**config.mk**
```make
export PLATFORM = sky130hd
export DESIGN_NAME = nt_access_sched
export DESIGN_NICKNAME = d
export VERILOG_FILES = /design/src/rtl/nt_access_sched_pkg.sv /design/src/rtl/nt_access_sched_rr_arb2.sv /design/src/rtl/nt_access_sched.sv
export SDC_FILE = /design/constraint.sdc
export NUM_CORES = 1
export LEC_CHECK = 0
export ABC_AREA = 1
export BUFFER_PORTS_ARGS = -buffer_cell sky130_fd_sc_hd__buf_2
export CAP_MARGIN = 20
export CORE_ASPECT_RATIO = 0.7
export CORE_MARGIN = 1
export CORE_UTILIZATION = 44
export CTS_CLUSTER_SIZE = 28
export DETAILED_ROUTE_END_ITERATION = 8
export PLACE_DENSITY = 0.75
export SLEW_MARGIN = 10
export SYNTH_ARGS = -nofsm -noshare
export SYNTH_HDL_FRONTEND = slang
export SYNTH_SLANG_ARGS = --single-unit
```
**constraint.sdc**
```tcl
create_clock -name clk -period 1.42 [get_ports clk]
set_clock_uncertainty 0.2 [all_clocks]
set_input_delay 0.213 -clock clk [delete_from_list [all_inputs] [get_ports clk]]
set_output_delay 0.213 -clock clk [all_outputs]
set_load 0.05 [all_outputs]
```
**src/rtl/nt_access_sched_pkg.sv**
```systemverilog
// Shared definitions for the neighbor-table access scheduler: table depth,
// index width and the scheduler state encoding.
package nt_pkg;

   localparam int unsigned NT_MAX_NEIGHBORS = 32;
   localparam int unsigned NT_ADDR_W        = $clog2(NT_MAX_NEIGHBORS);

   typedef logic [1:0] nt_sched_state_t;

   localparam nt_sched_state_t ST_IDLE  = 2'd0;
   localparam nt_sched_state_t ST_WRITE = 2'd1;
   localparam nt_sched_state_t ST_SCAN  = 2'd2;
   localparam nt_sched_state_t ST_DRAIN = 2'd3;

endpackage

```
**src/rtl/nt_access_sched_rr_arb2.sv**
```systemverilog
// Two-requester round-robin arbiter; on contention the requester that did
// not win last time is granted. Grants are only issued while en is high.
module rr_arb2 (
   input  logic clk,
   input  logic nrst,
   input  logic en,
   input  logic req0,
   input  logic req1,
   output logic gnt0,
   output logic gnt1
);

   logic last1;

   assign gnt0 = en & req0 & (~req1 | last1);
   assign gnt1 = en & req1 & (~req0 | ~last1);

   always_ff @(posedge clk or negedge nrst) begin
      if (!nrst) begin
         last1 <= 1'b0;
      end else if (gnt0 | gnt1) begin
         last1 <= gnt1;
      end
   end

endmodule

```
**src/rtl/nt_access_sched.sv**
```systemverilog
// Single-port neighbor-table scheduler: round-robin between the write path
// and the full-table read scan, with one drain cycle for RAM read latency.
module nt_access_sched
   import nt_pkg::*;
#(
   parameter int unsigned WORD_WIDTH    = 16,
   parameter int unsigned MAX_NEIGHBORS = NT_MAX_NEIGHBORS,
   parameter int unsigned ADDR_W        = $clog2(MAX_NEIGHBORS)
) (
   input  logic                  clk,
   input  logic                  nrst,
   input  logic [WORD_WIDTH-1:0] neighborCount,
   input  logic                  wr_req,
   input  logic [ADDR_W-1:0]     wr_idx,
   output logic                  wr_gnt,
   input  logic                  scan_req,
   output logic                  scan_busy,
   output logic                  entry_valid,
   output logic [ADDR_W-1:0]     entry_idx,
   output logic                  scan_done,
   output logic                  mem_en,
   output logic                  mem_we,
   output logic [ADDR_W-1:0]     mem_addr
);

   localparam logic [WORD_WIDTH-1:0] DEPTH    = WORD_WIDTH'(MAX_NEIGHBORS);
   localparam logic [ADDR_W-1:0]     LAST_MAX = ADDR_W'(MAX_NEIGHBORS - 1);

   nt_sched_state_t   state;
   nt_sched_state_t   state_nxt;
   logic [ADDR_W-1:0] rd_addr;
   logic [ADDR_W-1:0] last_addr;
   logic [ADDR_W-1:0] last_nxt;
   logic [ADDR_W-1:0] data_idx;
   logic              data_vld;
   logic              in_idle;
   logic              wr_win;
   logic              scan_win;
   logic              cnt_zero;

   assign in_idle = (state == ST_IDLE);

   rr_arb2 u_arb (
      .clk  (clk),
      .nrst (nrst),
      .en   (in_idle),
      .req0 (wr_req),
      .req1 (scan_req),
      .gnt0 (wr_win),
      .gnt1 (scan_win)
   );

   // Scan length is latched as the last index to read, clamped to table depth.
   assign cnt_zero = (neighborCount == '0);
   assign last_nxt = (neighborCount >= DEPTH) ? LAST_MAX
                                              : ADDR_W'(neighborCount - WORD_WIDTH'(1));

   always_comb begin
      state_nxt = state;
      case (state)
         ST_IDLE: begin
            if (wr_win) begin
               state_nxt = ST_WRITE;
            end else if (scan_win) begin
               state_nxt = cnt_zero ? ST_DRAIN : ST_SCAN;
            end
         end
         ST_WRITE: state_nxt = ST_IDLE;
         ST_SCAN: begin
            if (rd_addr == last_addr) begin
               state_nxt = ST_DRAIN;
            end
         end
         ST_DRAIN: state_nxt = ST_IDLE;
         default:  state_nxt = ST_IDLE;
      endcase
   end

   // Read data appears one cycle after the address, so the valid strobe and
   // index are a registered copy of the previous SCAN cycle.
   always_ff @(posedge clk or negedge nrst) begin
      if (!nrst) begin
         state     <= ST_IDLE;
         rd_addr   <= '0;
         last_addr <= '0;
         data_vld  <= 1'b0;
         data_idx  <= '0;
      end else begin
         state    <= state_nxt;
         data_vld <= (state == ST_SCAN);
         data_idx <= (state == ST_SCAN) ? rd_addr : '0;
         if (scan_win) begin
            rd_addr   <= '0;
            last_addr <= last_nxt;
         end else if (state == ST_SCAN) begin
            rd_addr <= rd_addr + ADDR_W'(1);
         end
      end
   end

   assign wr_gnt      = (state == ST_WRITE);
   assign scan_busy   = (state == ST_SCAN) || (state == ST_DRAIN);
   assign scan_done   = (state == ST_DRAIN);
   assign entry_valid = data_vld;
   assign entry_idx   = data_idx;
   assign mem_en      = (state == ST_WRITE) || (state == ST_SCAN);
   assign mem_we      = (state == ST_WRITE);

   always_comb begin
      mem_addr = '0;
      if (state == ST_WRITE) begin
         mem_addr = wr_idx;
      end else if (state == ST_SCAN) begin
         mem_addr = rd_addr;
      end
   end

endmodule

```
Word level (Yosys, flattened, before mapping)
Index checks and enable logic that the tools add are counted.
{ "word_totals": {"mem_count": 0, "inputBits": 25, "rom_bits": 0, "ram_bits": 0, "word_cells": 42, "latchBits": 0, "register_bits": 19} }
{ "classes": {"n_eq_ne": 6, "n_reduce_logical": 7, "shift": 0, "n_mul": 0, "n_addsub": 2, "div": 0, "magnitude_cmp": 1, "muxes": 10, "bitwise_logic": 10} }
{ "op_table": {"columns": ["op", "count"], "rows": [
  ["$mux W5", 5],
  ["$ge A16 B6 Y1 const B", 1],
  ["$logic_not A16 Y1", 1],
  ["$mux W2", 3],
  ["$pmux W2 S3", 1],
  ["$add A5 B1 Y5 const B", 1],
  ["$eq A5 B5 Y1", 1],
  ["$sub A5 B1 Y5 const B", 1],
  ["$and A1 B1 Y1", 4],
  ["$eq A2 B2 Y1 const B", 2],
  ["$ne A3 B3 Y1 const B", 1],
  ["$not A1 Y1", 3],
  ["$or A1 B1 Y1", 3],
  ["$eq A2 B1 Y1 const B", 1],
  ["$logic_not A2 Y1", 1],
  ["$logic_or A1 B1 Y1", 2],
  ["$ne A2 B2 Y1 const B", 1],
  ["$reduce_and A2 Y1", 1],
  ["$reduce_bool A2 Y1", 1],
  ["$reduce_or A2 Y1", 1],
  ["$mux W1", 1]
]} }

Longest topological paths before layout
{ "logic_depth": {"word_depth": 6, "depth_mapped": 10, "depth_no_buf": 9} }

Hierarchy
Synthesis repeated with hierarchy kept, for this count alone.
{ "hier_totals": {"cells_unflattened": 159, "hier_area_um2": 1137.3} }
{ "by_module_without_submodules": {"columns": ["module", "instances", "cells_each", "area_per_inst_um2", "seq_area_each_um2"], "rows": [
  ["nt_access_sched", 1, 148, 1073.5, 450.4],
  ["rr_arb2", 1, 11, 63.8, 25.0]
]} }

Worst setup path before layout
Ideal clock, no wire load.
{ "synth_path": {"path_type": "register to output", "start": "reg state[1]", "end": "out mem_addr[0]", "path_stages_with_launch": 5, "required_ns": 1.007, "n_path_buf": 1, "arrival_ns": 2.177, "path_slack_ns": -1.170, "path_cell_list": "dfrtp_1 inv_1 ha_1 clkbuf_1 o21ai_0"} }
{ "synth_via": {"word_cells_on_any_way": 4, "cone_classes": "eq/ne: 2; mux: 2"} }
{ "synth_lines": {"columns": ["item", "line", "text"], "rows": [
  ["start: declaration", "nt_access_sched.sv:29", "nt_sched_state_t state;"],
  ["start signal: assignment", "nt_access_sched.sv:89", "state <= state_nxt;"],
  ["$eq A2 B1 Y1", null, null],
  ["net mem_we", "nt_access_sched.sv:22", "output logic mem_we,"],
  ["$mux W5", "nt_access_sched.sv:111", "if (state == ST_WRITE) begin"],
  ["end: declaration", "nt_access_sched.sv:23", "output logic [ADDR_W-1:0] mem_addr"]
]} }
The timed path passes the listed nets, and every way through them passes these cells.

Worst setup path in the final report
{ "layout_path": {"start": "reg state[1]", "end": "out scan_busy"} }
{ "layout_via": {"elab_chain_len": 2, "word_cells_on_any_way": 3, "cone_classes": "eq/ne: 2; reduce/logical: 1"} }
{ "layout_lines": {"columns": ["item", "line", "text"], "rows": [
  ["$eq A2 B2 Y1", "nt_access_sched.sv:102", "assign scan_busy = (state == ST_SCAN) || (state == ST_DRAIN);"],
  ["$logic_or A1 B1 Y1 *", "nt_access_sched.sv:102", null],
  ["end: declaration", "nt_access_sched.sv:17", "output logic scan_busy,"]
]} }
Mark *: on every way between the ends. The rest lies on a longest branch, timed or not.

==> metrics.md <==
| Metric | Value |
|---|---|
| Clock slew at reported path FFs | 0.07 ns |
| Die Span X | 63 um |
| Max Cap Viol | 0 |
| Post-synth top flop | dfrtp_1 |
| Avg Inst Size Synth | 7.69 sq um |
| Remaining global-route overflow | 0 |
| Yosys reg bits | 19 |
| Count leader, synth | nand2_1 |
| Starting density of the core | 46.6% |
| Dpl ws | -0.290 ns |
| Placed Area | 0.00155 sq mm |
| Core ar. | 0.00246 sq mm |
| Share of cells above drive strength 1 | 51.4% |
| Max Fclk | 537 MHz |
| Seq. cell area | 478 sq um |
| Syn Nets | 180 |
| Max Buffers Root-to-Sink | 2 |
| Worst-path fanout max | 8 |
| Slew margin rel. | 71.5% |
| Top cells by area, synth | dfrtp_1 (41%), nand2_1 (13%), ha_1 (6.6%), inv_1 (6.6%), nor2_1 (4.3%) |
| Worst-Margin Slew | 0.427 ns |
| Critical path endpoint category | output pin |
| Wire length on met1 | 1430 um |
| Number of synthesized flops with an enable pin | 0 |
| Top cells by count, synth | nand2_1 (41), inv_1 (20), dfrtp_1 (19), nor2_1 (13), o21ai_0 (7) |
| DIE HEIGHT | 44.7 um |
| Leakage power | 1.02 nW |
| Ys async rst share | 100% |
| CTS tree | built |
| Worst reg2reg endpoint | rd_addr[0] |
| Post-Syn Area | 0.00115 sq mm |
| Layout net count | 252 |
| Worst setup margin | -0.441 ns |
| PD cells | 2120 mW/mm^2 |
| Hold Path Sink | u_arb.last1 |
| CP startpoint kind | flop |
| Power Total | 4.12 mW |
| Initial antenna violation count | 0 |
| Critical-path cell list | ha_4 -> buf_6 -> or2_4 -> buf_8 |
| WL met3 | 220 um |
| Yosys cell types | 27 |
| Worst min path class | in2reg |
| Placed insts | 233 |
| Crit Path Class | reg2out |
| Crit path max-delay family | flip-flops |
| DR iter-0 viols | 57 |
| Post-Route WL | 3750 um |
| Final Max Slew Viols | 0 |
| DR pass1 iterations | 4 |
| Post-synth top area cell | dfrtp_1 |
| Largest stage delay, worst path | 0.47 ns |
| Tcrit/Tclk final | 131% |
| CTS root buf | clkbuf_8 |
| Vias in the first global route | 1,196 |
| Metal2 WL | 1980 um |
| Worst Path Arrival | 1.45 ns |
| Rows | 15 |
| Multi-input gate area | 721 sq um |
| RSZ-0062 raised after global routing | yes |
| Post-synthesis sequential area ratio | 41.5% |
| Drc violations | 0 |
| Cells after synthesis | 149 |
| H-tree depth | 1 |
| Peak supply drop | 0.000919 V |
| DRT antenna net count | 0 |
| Setup violators final | 22 |
| # IOs | 41 |
| Diode count | 0 |
| Largest net degree at the start of global routing | 20 |
| Status | finished with violations |
| Critical path required time | 1.01 ns |
| R2R cell count | 8 |
| Hold Path Stages | 4 |
| Failing checks | setup timing |
| Synth warn | 0 |
| WP buf/inv | 2 |
| R2r setup slk | -0.33 ns |
| HP Start | wr_req |
| Post-DP HPWL | 2170 um |
| Overall Global Routing Usage | 26.3% |
| Synth top area share | 41.5% |
| First-pass GRT wire length | 5460 um |
| Reg-to-reg startpoint | state[1] |
| Via/cell ratio | 5.11 |
| Total die area | 0.00282 sq mm |
| CTS Sinks | 19 |
| Fin crit period | 1.86 ns |
| RePlAce Congestion | 0.782 |
| Insertion delay to the later sink of the worst-skew pair | 0.25 ns |
| Setup Total Neg Slack | -7.06 ns |
| Via Count | 1,298 |
| Fillers | 151 |
| IO buf count | 40 |
| Area growth syn-to-layout | 70.0% |
| Slowest CP cell | dfrtp_2 |
| Design area | 0.00195 sq mm |
| CTS Buf Count | 3 |
| Routed len/inst | 14.8 um |
| Hold Fails Final Rpt | 0 |
| DR top layer | met4 |
| Fin cells | 254 |
[cells in the final DEF (no fill, tap or decap), types with 5 or more instances in the layout]
master   instances
inv_2            6
buf_4           15
buf_2           31
nand2_2          8
buf_8            5
nand2_1         34
o21ai_4          5
nor2_1          13
inv_1           17
nand3_1          5
buf_6           18
dfrtp_1         17
[registers in the layout (all words and copies together) (netlist names)]
signal	cells
rd_addr	5
state	2
entry_valid	1
entry_idx	5
last_addr	5
u_arb.last1	1
[tightest hold or removal path, stage by stage]
cell	delay (ns)
buf_2	0.10
nand2_2	0.06
nand2_1	0.05
nand2_1	0.04
[per-stage QoR]
step | hold slack (ns) | utilization [%]
finish | 0.0366 | 79.2
global route | 0.0664 | 79.2
CTS | 0.0409 | 75.2
detailed placement | -0.0277 | 63.0
global placement | -0.0272 | 63.0
floorplan | -0.283 | -
[final cells by class]
| class | instances | area share [%] |
|---|---|---|
| Clock buffer | 4 | 2.31 |
| Timing Repair Buffer | 70 | 28.5 |
| Tap cell | 34 | 2.18 |
| Multi-Input combinational cell | 101 | 37.0 |
| Timing Repair inverter | 1 | 0.385 |
| Sequential cell | 19 | 24.5 |
| Inverter | 25 | 5.07 |
[worst max-delay path by stage]
stage	start	endpoint	cells after the start
4_1_cts	state[0]	mem_addr[1]	5
3_3_place_gp	state[0]	scan_busy	5
5_1_grt	state[1]	mem_addr[2]	6
2_1_floorplan	state[0]	mem_addr[0]	5
6_report	state[1]	scan_busy	4
3_5_place_dp	state[1]	mem_addr[2]	5
[per-layer routing]
layer / GRT usage, % / vias up
met1: 29.3 / 608
met3: 2.78 / 12
li1: - / 607
met2: 52.0 / 71
met5: 0 / -
met4: 12.6 / 0
[where the power goes]
group          leakage [nW]  total, mW  internal, mW  switching (mW)
Sequential            0.229      0.846         0.680           0.167
Combinational         0.773       2.90          1.29            1.60
Clock                0.0228      0.377         0.199           0.178
Total                  1.02       4.12          2.17            1.95
[cell families (layout without fill, tap and decap cells)]
family | count (synthesis) | after routing | synth area share (%)
flip-flops | 19 | 19 | 41.5
adder cells (fa/ha/maj) | 6 | 6 | 6.55
AND/OR/NAND/NOR | 71 | 71 | 27.9
buffers and inverters | 29 | 100 | 11.1
XOR/XNOR | 4 | 4 | 3.06
AO/OA/AOI/OAI | 20 | 20 | 9.83
[repair_timing]
action,4_1_cts,5_1_grt
pin swaps,5,3
endpoints found under the hold margin,19,0
hold buffers,1,0
gates cloned,1,0
resized for setup,42,16
endpoints found under the setup margin,22,23
buffers inserted,10,6
No activity file was read; power rests on OpenSTA's default activity.
